## src/rtl/ppg_mult_pkg.sv

```systemverilog
// Shared types and sizes for the sequential shift-add multiplier.
// Holds the PPG row width, product width and controller state encoding.
package ppg_mult_pkg;

  localparam int PPG_W  = 16;
  localparam int PROD_W = 32;
  localparam int IDX_W  = 4;

  typedef enum logic [1:0] {
    IDLE,
    RUN,
    DONE
  } ppg_state_t;

  typedef logic [PPG_W-1:0]  operand_t;
  typedef logic [PROD_W-1:0] product_t;

endpackage

```

## src/rtl/PPG.sv

```systemverilog
// Single partial-product generator row.
// Every multiplicand bit is gated by one multiplier bit.
module PPG
  import ppg_mult_pkg::*;
(
  output logic [PPG_W-1:0] res,
  input  logic [PPG_W-1:0] a,
  input  logic             b
);

  // AND-gate row: res is a when b is set, else zero
  always_comb begin
    res = a & {PPG_W{b}};
  end

endmodule

```

## src/rtl/ppg_seq_mult_ctrl.sv

```systemverilog
// Sequential shift-add multiplier: one PPG row reused for all 16 bits.
// Build option PPG_SEQ_ZERO_SKIP_EN stops early once remaining b bits are 0.
module ppg_seq_mult_ctrl
  import ppg_mult_pkg::*;
#(
  parameter int WIDTH = 16,
  parameter int CNT_W = 4
) (
  input  logic               clk,
  input  logic               rst,
  input  logic               in_valid,
  output logic               in_ready,
  input  logic [WIDTH-1:0]   in_a,
  input  logic [WIDTH-1:0]   in_b,
  output logic               out_valid,
  input  logic               out_ready,
  output logic [2*WIDTH-1:0] out_p,
  output logic               busy
);

  if (WIDTH != PPG_W || CNT_W != IDX_W) begin : g_bad_cfg
    $error("ppg_seq_mult_ctrl: WIDTH must be 16 and CNT_W must be 4");
  end

  ppg_state_t           state;
  operand_t             a_r;
  operand_t             b_r;
  product_t             acc;
  logic [CNT_W-1:0]     idx;
  operand_t             pp;
  product_t             addend;
  product_t             acc_sum;
  logic                 last;

  PPG u_ppg (
    .res (pp),
    .a   (a_r),
    .b   (b_r[idx])
  );

`ifdef PPG_SEQ_ZERO_SKIP_EN
  operand_t hi;

  // finish as soon as no multiplier bit above idx is set
  always_comb begin
    hi   = b_r >> idx;
    last = (hi[PPG_W-1:1] == '0);
  end
`else
  // always walk through all multiplier bits
  always_comb begin
    last = (idx == CNT_W'(WIDTH-1));
  end
`endif

  // shifted partial product folded into the running sum
  always_comb begin
    addend  = product_t'(pp) << idx;
    acc_sum = acc + addend;
  end

  // control FSM with registered handshake outputs
  always_ff @(posedge clk or posedge rst) begin
    if (rst) begin
      state     <= IDLE;
      in_ready  <= 1'b1;
      out_valid <= 1'b0;
      out_p     <= '0;
      busy      <= 1'b0;
      acc       <= '0;
      idx       <= '0;
      a_r       <= '0;
      b_r       <= '0;
    end else begin
      unique case (state)
        IDLE: begin
          if (in_valid && in_ready) begin
            a_r      <= in_a;
            b_r      <= in_b;
            acc      <= '0;
            idx      <= '0;
            in_ready <= 1'b0;
            busy     <= 1'b1;
            state    <= RUN;
          end
        end
        RUN: begin
          acc <= acc_sum;
          idx <= idx + CNT_W'(1);
          if (last) begin
            out_p     <= acc_sum;
            out_valid <= 1'b1;
            idx       <= '0;
            state     <= DONE;
          end
        end
        DONE: begin
          if (out_valid && out_ready) begin
            out_valid <= 1'b0;
            in_ready  <= 1'b1;
            busy      <= 1'b0;
            state     <= IDLE;
          end
        end
        default: begin
          state     <= IDLE;
          in_ready  <= 1'b1;
          out_valid <= 1'b0;
          busy      <= 1'b0;
        end
      endcase
    end
  end

endmodule

```

## config.mk

```make
export PLATFORM = sky130hd
export DESIGN_NAME = ppg_seq_mult_ctrl
export DESIGN_NICKNAME = d
export VERILOG_FILES = /design/src/rtl/ppg_mult_pkg.sv /design/src/rtl/PPG.sv /design/src/rtl/ppg_seq_mult_ctrl.sv
export SDC_FILE = /design/constraint.sdc
export NUM_CORES = 1
export LEC_CHECK = 0
export CAP_MARGIN = 0
export CORE_ASPECT_RATIO = 1.25
export CORE_UTILIZATION = 55
export DETAILED_ROUTE_END_ITERATION = 7
export PLACE_DENSITY = 0.78
export SYNTH_ARGS = -nofsm -noshare
export SYNTH_HDL_FRONTEND = slang
export SYNTH_SLANG_ARGS = --single-unit
```

## constraint.sdc

```tcl
create_clock -name clk -period 9.4 [get_ports clk]
set_clock_uncertainty 0.1 [all_clocks]
set_input_delay 1.41 -clock clk [delete_from_list [all_inputs] [get_ports clk]]
set_output_delay 1.41 -clock clk [all_outputs]
set_load 0.01 [all_outputs]
```

==> results.sh, run 1 <==
export IMPL_met3_usage_pct=4.47
export IMPL_setup_worst_path_class="flip-flop to flip-flop"
export IMPL_place_port_buffers=70
export IMPL_power_mw=2.78
export IMPL_ys_types=69
export IMPL_grt_usage_pct=29.1
export IMPL_status="complete, no violations"
export IMPL_grt_max_degree=65
export IMPL_avgViaCountPerCell=5.95
export IMPL_wl_per_cell_um=17.3
export IMPL_ant_nets=0
export IMPL_max_freq_mhz=224
export IMPL_synthFlopType="dfrtp_1"
export IMPL_synth_area_per_cell_um2=8.37
export IMPL_critPathLaunchType="flip-flop"
export IMPL_r2r_start="idx[0]"
export IMPL_holdCritStartpoint="out_p[1]"
export IMPL_yosysMostFrequentCell="nand2_1"
export IMPL_fin_crit_ns=4.46
export IMPL_insertion_delay_ns=0.37
export IMPL_gp_congestion=0.910
export IMPL_critPathCaptureType="flip-flop"
export IMPL_vdd_drop_max_uv=205
export IMPL_grt_setup_unrepaired="no"
export IMPL_synth_compound_area_share_pct=19.1
export IMPL_synth_edf_count=0
export IMPL_vias=6161
export IMPL_hpwl_mm=13.2
export IMPL_cts_num_sinks=105
export IMPL_fin_crit_sh_pct=47.5
export IMPL_path_cells="mux4_2 -> mux2_2 -> o21ai_2 -> or2_1 -> nor2_1 -> ha_1 -> a21oi_1 -> o21ai_1 -> nor4_2 -> o21ai_2 -> a22oi_4 -> xor2_1 -> o21ai_0"
export IMPL_crit_top_cell="o21ai_2"
export IMPL_antenna_found_initial=0
export IMPL_fillCellCount=1050
export IMPL_diodes=0
export IMPL_worstMarginPinSlew_ns=1.15
export IMPL_grt_ovfl_total=0
export IMPL_die_h_um=128
export IMPL_netlist_area_leader_share_pct=37.5
export IMPL_cts_buffers=9
export IMPL_startpoint="idx[0]"
export IMPL_rows=45
export IMPL_yosys_area_share_adder_pct=6.05
export IMPL_synthSimpleGateAreaFrac_pct=23.7
export IMPL_yosysSeqAreaShare_pct=37.8
export IMPL_synth_area_um2=6950
export IMPL_ios=71
export IMPL_hold_path_class="flip-flop to flip-flop"
export IMPL_ys_warn_count=0
export IMPL_ctsHoldBuffers=0
export IMPL_cts_resized=0
export IMPL_worstPathMaxFanout=18
export IMPL_final_nets=935
export IMPL_cts_tree="done"
export IMPL_area_delta_synth_final_pct=15.1
export IMPL_grt_pass1_wl_mm=29.3
export IMPL_slew_violations=0
export IMPL_synth_fp_nets=899
export IMPL_dieArea_um2=13100
export IMPL_synth_top_family_by_area="simple AND/OR/NAND/NOR gates"
export IMPL_syn_inst=830
export IMPL_met2_usage_pct=49.3
export IMPL_htreeDepth=3
export IMPL_drive_above_1_share_pct=6.89
export IMPL_start_util_pct=56.9
export IMPL_setup_viol=0
export IMPL_post_synth_xor_area_fraction_pct=2.77
export IMPL_cts_buffer_depth=2
export IMPL_postCtsSetupBuffers=0
export IMPL_grt_pass1_vias=5959
export IMPL_gr_usage_met1_pct=36.6
export IMPL_synthTopCellsByCount="nand2_1, dfrtp_1, o21ai_0"
export IMPL_ys_ff_latch=105
export IMPL_maxCapViolCount=0
export IMPL_cp_required_ns=9.54
export IMPL_powerDensity_nw_per_um2=348
export IMPL_wirelength_mm=17.9
export IMPL_coreArea_um2=12200
export IMPL_leakage_nw=3.59
export IMPL_cts_root_buf="clkbuf_16"
export IMPL_timing_setup_tns_ns=0
export IMPL_drc_errors=0
export IMPL_slew_limit_headroom_pct=23.0
export IMPL_reg2reg_slack_ns=4.94
export IMPL_muxShareOfSynthArea_pct=6.70
export IMPL_grt_busiest_layer="met2"
export IMPL_path_clk_slew_ns=0.08
export IMPL_drtIter0Drc=262
export IMPL_dr_pass1_iters=5
export IMPL_die_x_um=103
export IMPL_synth_area_leaders="dfrtp_1, nand2_1, ha_1"
export IMPL_yosys_area_top_type="dfrtp_1"
export IMPL_slowest_stage="mux4_2"
export IMPL_cp_arrival_ns=4.60
export IMPL_cp_slowest_stage_delay_ns=0.58
export IMPL_async_flop_share_pct=100
export IMPL_hold_viol=0
report_power, final:
part / switching, mW / internal [mW] / total (mW) / leakage (nW)
clock: 0.200 / 0.191 / 0.391 / 0.150
combinational: 0.954 / 0.644 / 1.60 / 2.08
sequential: 0.153 / 0.639 / 0.792 / 1.35
total: 1.31 / 1.47 / 2.78 / 3.59
final cells by class:
cell class / instances / area [um2] / share of cell area, %
Timing Repair Buffer: 78 / 761 / 9.51
Tap cell: 164 / 205 / 2.57
Sequential cell: 105 / 2630 / 32.9
Clock inverter: 7 / 81.3 / 1.02
Inverter: 10 / 40.0 / 0.501
Clock buffer: 9 / 225 / 2.82
Multi-Input combinational cell: 662 / 4060 / 50.7
cells in the final DEF (no fill, tap or decap), types with 6 or more instances in the layout:
| cell type | instances |
|---|---|
| a21oi_1 | 43 |
| a211oi_1 | 15 |
| xor2_1 | 11 |
| mux4_2 | 7 |
| nor3_1 | 10 |
| o21ai_1 | 7 |
| nor2b_1 | 10 |
| mux2_2 | 6 |
| clkbuf_16 | 9 |
| ha_1 | 32 |
| mux2i_1 | 24 |
| nand4_1 | 18 |
| a21o_1 | 14 |
| inv_1 | 9 |
| o21ai_0 | 69 |
| nor2_1 | 60 |
| o21a_1 | 6 |
| nand3_1 | 40 |
| buf_4 | 8 |
| dfrtp_1 | 104 |
| xnor2_1 | 11 |
| nand2_1 | 188 |
| clkdlybuf4s50_1 | 70 |
sequential cells by signal, summed over array words and instances, names as in the netlist:
signal	cells
busy	1
out_valid	1
b_r	16
state	2
a_r	16
idx	4
acc	32
out_p	32
in_ready	1
critical path, delay by kind of cell (launching register included):
family | cells | cell delay, ns
simple gates | 3 | 0.77
flops | 1 | 0.51
xor+xnor | 1 | 0.21
fa+ha+maj | 1 | 0.34
mux | 2 | 0.87
compound gates | 6 | 1.52
per-layer routing:
metal  part of all wire [%]  vias to the layer above
met1                     43                     2958
met4                    2.7                        0
met5                      0                        -
met2                     51                      152
li1                       -                     3019
met3                    3.5                       32
worst paths after layout:
path                        endpoint  cells after the start
max in group asynchronous     acc[1]                      3
max reg2reg                out_p[22]                     13
min reg2reg                 out_p[1]                      2
max                        out_p[22]                     13
min                         out_p[1]                      2
min in group asynchronous   state[1]                      2
stage by stage:
step                      utilization, %  hold WS [ns]  area, um2  setup WS, ns  instances
after CTS                           65.5         0.383       8000          4.93       1035
after floorplan                        -         0.340       6950          5.13        830
final                               65.5         0.381       8000          4.94       1035
after detailed placement            63.0         0.362       7690          4.95       1019
after global placement              63.0         0.361       7690          5.10       1019
after global routing                65.5         0.411       8000          4.55       1035
cells by family after synthesis:
logic type | Yosys count
buf+inv | 63
flops | 105
xor+xnor | 22
mux | 37
fa+ha+maj | 33
compound gates | 205
simple gates | 365
Power figures use the tool's default switching activity.
==> run 2, diff against run 1 <==
--- a/config.mk
+++ b/config.mk
@@ -7,9 +7,9 @@
 export LEC_CHECK = 0
 export CAP_MARGIN = 0
 export CORE_ASPECT_RATIO = 1.25
-export CORE_UTILIZATION = 55
+export CORE_UTILIZATION = 52
 export DETAILED_ROUTE_END_ITERATION = 7
-export PLACE_DENSITY = 0.78
+export PLACE_DENSITY = 0.77
 export SYNTH_ARGS = -nofsm -noshare
 export SYNTH_HDL_FRONTEND = slang
 export SYNTH_SLANG_ARGS = --single-unit
==> constraint.sdc (replaced) <==
create_clock -name clk -period 4 [get_ports clk]
set_clock_uncertainty 0.1 [all_clocks]
set_input_delay 0.6 -clock clk [delete_from_list [all_inputs] [get_ports clk]]
set_output_delay 0.6 -clock clk [all_outputs]
set_load 0.01 [all_outputs]
==> results.sh, run 2 (same netlist as run 1, synthesis figures left out) <==
export IMPL_fillCellCount=1015
export IMPL_drc_errors=0
export IMPL_critPathCaptureType="flip-flop"
export IMPL_grt_ovfl_total=0
export IMPL_dieArea_um2=13800
export IMPL_grt_max_degree=66
export IMPL_internal_power_mw=4.18
export IMPL_antenna_found_initial=0
export IMPL_grt_pass1_wl_mm=31.2
export IMPL_area_delta_synth_final_pct=26.4
export IMPL_gp_congestion=0.933
export IMPL_dpl_worst_slack_ns=-0.151
export IMPL_critPathLaunchType="flip-flop"
export IMPL_worstPathMaxFanout=8
export IMPL_grt_pass1_vias=6357
export IMPL_cp_required_ns=4.17
export IMPL_hold_ws_ns=0.378
export IMPL_hpwl_mm=14.1
export IMPL_r2r_start="idx[0]"
export IMPL_timing_setup_tns_ns=0
export IMPL_ios=71
export IMPL_hold_path_class="flip-flop to flip-flop"
export IMPL_place_port_buffers=70
export IMPL_dr_pass1_iters=5
export IMPL_path_clk_slew_ns=0.08
export IMPL_htreeDepth=3
export IMPL_coreArea_um2=12800
export IMPL_powerDensity_nw_per_um2=874
export IMPL_holdCritStartpoint="out_p[14]"
export IMPL_swShare_pct=45.5
export IMPL_worstMarginPinSlew_ns=1.16
export IMPL_fin_crit_ns=3.97
export IMPL_p_clk_share_pct=11.7
export IMPL_final_common_cell="nand2_1"
export IMPL_r2r_end="out_p[29]"
export IMPL_cts_buffers=9
export IMPL_grt_setup_unrepaired="yes"
export IMPL_ctsHoldBuffers=0
export IMPL_vias=6560
export IMPL_setup_worst_path_class="flip-flop to flip-flop"
export IMPL_cts_num_sinks=105
export IMPL_power_frac_comb_pct=63.9
export IMPL_placed_area_um2=7990
export IMPL_power_frac_seq_pct=24.4
export IMPL_status="complete, no violations"
export IMPL_drtIter0Drc=425
export IMPL_cts_buffer_depth=2
export IMPL_die_h_um=131
export IMPL_ant_nets=0
export IMPL_max_freq_mhz=252
export IMPL_setup_ws_ns=0.0323
export IMPL_diodes=0
export IMPL_final_nets=998
export IMPL_slew_limit_headroom_pct=22.5
export IMPL_wirelength_mm=20.1
export IMPL_start_util_pct=54.1
export IMPL_grt_usage_pct=28.4
export IMPL_insertion_delay_ns=0.37
export IMPL_min_path_cells=2
export IMPL_wl_per_cell_um=18.2
export IMPL_cts_tree="done"
export IMPL_drive_above_1_share_pct=17.5
export IMPL_setup_viol=0
export IMPL_hold_viol=0
export IMPL_vdd_drop_max_uv=443
export IMPL_switching_power_mw=3.50
export IMPL_min_to="out_p[14]"
export IMPL_leakage_nw=3.94
export IMPL_fin_crit_sh_pct=99.2
export IMPL_top_regs="acc (32), out_p (32)"
export IMPL_die_x_um=105
export IMPL_rows=46
export IMPL_reg2reg_slack_ns=0.03
export IMPL_cts_root_buf="clkbuf_16"
export IMPL_maxCapViolCount=0
export IMPL_slew_violations=0
export IMPL_dp_cells=1062
export IMPL_final_cells=1102
export IMPL_cp_arrival_ns=4.14
export IMPL_avgViaCountPerCell=5.95
export IMPL_final_cell_mix="nand2_1, dfrtp_1, clkdlybuf4s50_1"
export IMPL_rr_worst_depth=14
export IMPL_final_area_um2=8780
==> run 2: metal layers <==
layer	GRT usage [%]	routed length (um)	vias up
met1	35.0	8210	3117
met2	49.4	10200	232
li1	-	-	3153
met3	4.91	929	58
met5	0	0	-
met4	10.5	736	0
==> run 2: how the worst max path moves through the flow <==
stage / from / to / slack (ns) / cells after the start
finish: idx[0] / out_p[29] / 0.03 / 14
global placement: idx[0] / out_p[26] / 0.05 / 15
global route: idx[0] / out_p[21] / -0.10 / 15
CTS: idx[0] / acc[31] / 0.02 / 13
floorplan: idx[0] / out_p[31] / 0.25 / 16
detailed placement: idx[1] / out_p[31] / -0.15 / 15
==> run 2: final cells by class <==
cell class                 instances  area, um2  share of cell area, %
multi-input combinational        663       4310                   49.0
sequential                       105       2630                   30.0
timing repair buffer             140       1300                   14.8
clock buffer                      10        239                   2.72
tap                              168        210                   2.39
clock inverter                     6       56.3                  0.641
inverter                          10       43.8                  0.499
==> run 2: critical path, stage by stage, from the launching register on <==
cell,delay [ns]
dfrtp_2,0.44
mux4_2,0.55
mux2_2,0.30
o21ai_4,0.19
buf_6,0.17
a211oi_2,0.06
ha_1,0.40
a211oi_2,0.28
nor2_2,0.12
nor4_4,0.33
a211oi_1,0.15
buf_4,0.18
o211ai_1,0.20
a21oi_1,0.14
o31ai_1,0.25
==> run 2: power groups by stage <==
| stage | sequential [mW] | clock (mW) | combinational (mW) |
|---|---|---|---|
| finish | 1.87 | 0.900 | 4.91 |
| global route | 1.92 | 0.952 | 5.30 |
| CTS | 1.87 | 0.913 | 4.13 |
| detailed placement | 1.88 | 0 | 4.09 |
| global placement | 1.86 | 0 | 3.96 |
| floorplan | 1.80 | 0 | 2.75 |
==> run 2: per-stage QoR <==
stage / utilization [%] / power, mW
after global placement: 62.3 / 5.82
after CTS: 64.8 / 6.91
final: 68.4 / 7.68
after detailed placement: 62.3 / 5.97
after floorplan: - / 4.55
after global routing: 68.4 / 8.17
==> run 2: what timing repair did <==
action,in CTS,in global routing
gates resized for setup,7,54
gates cloned,0,4
setup buffers,0,20
endpoints found under the setup margin,19,31
endpoints found under the hold margin,0,0
pin swaps,1,23
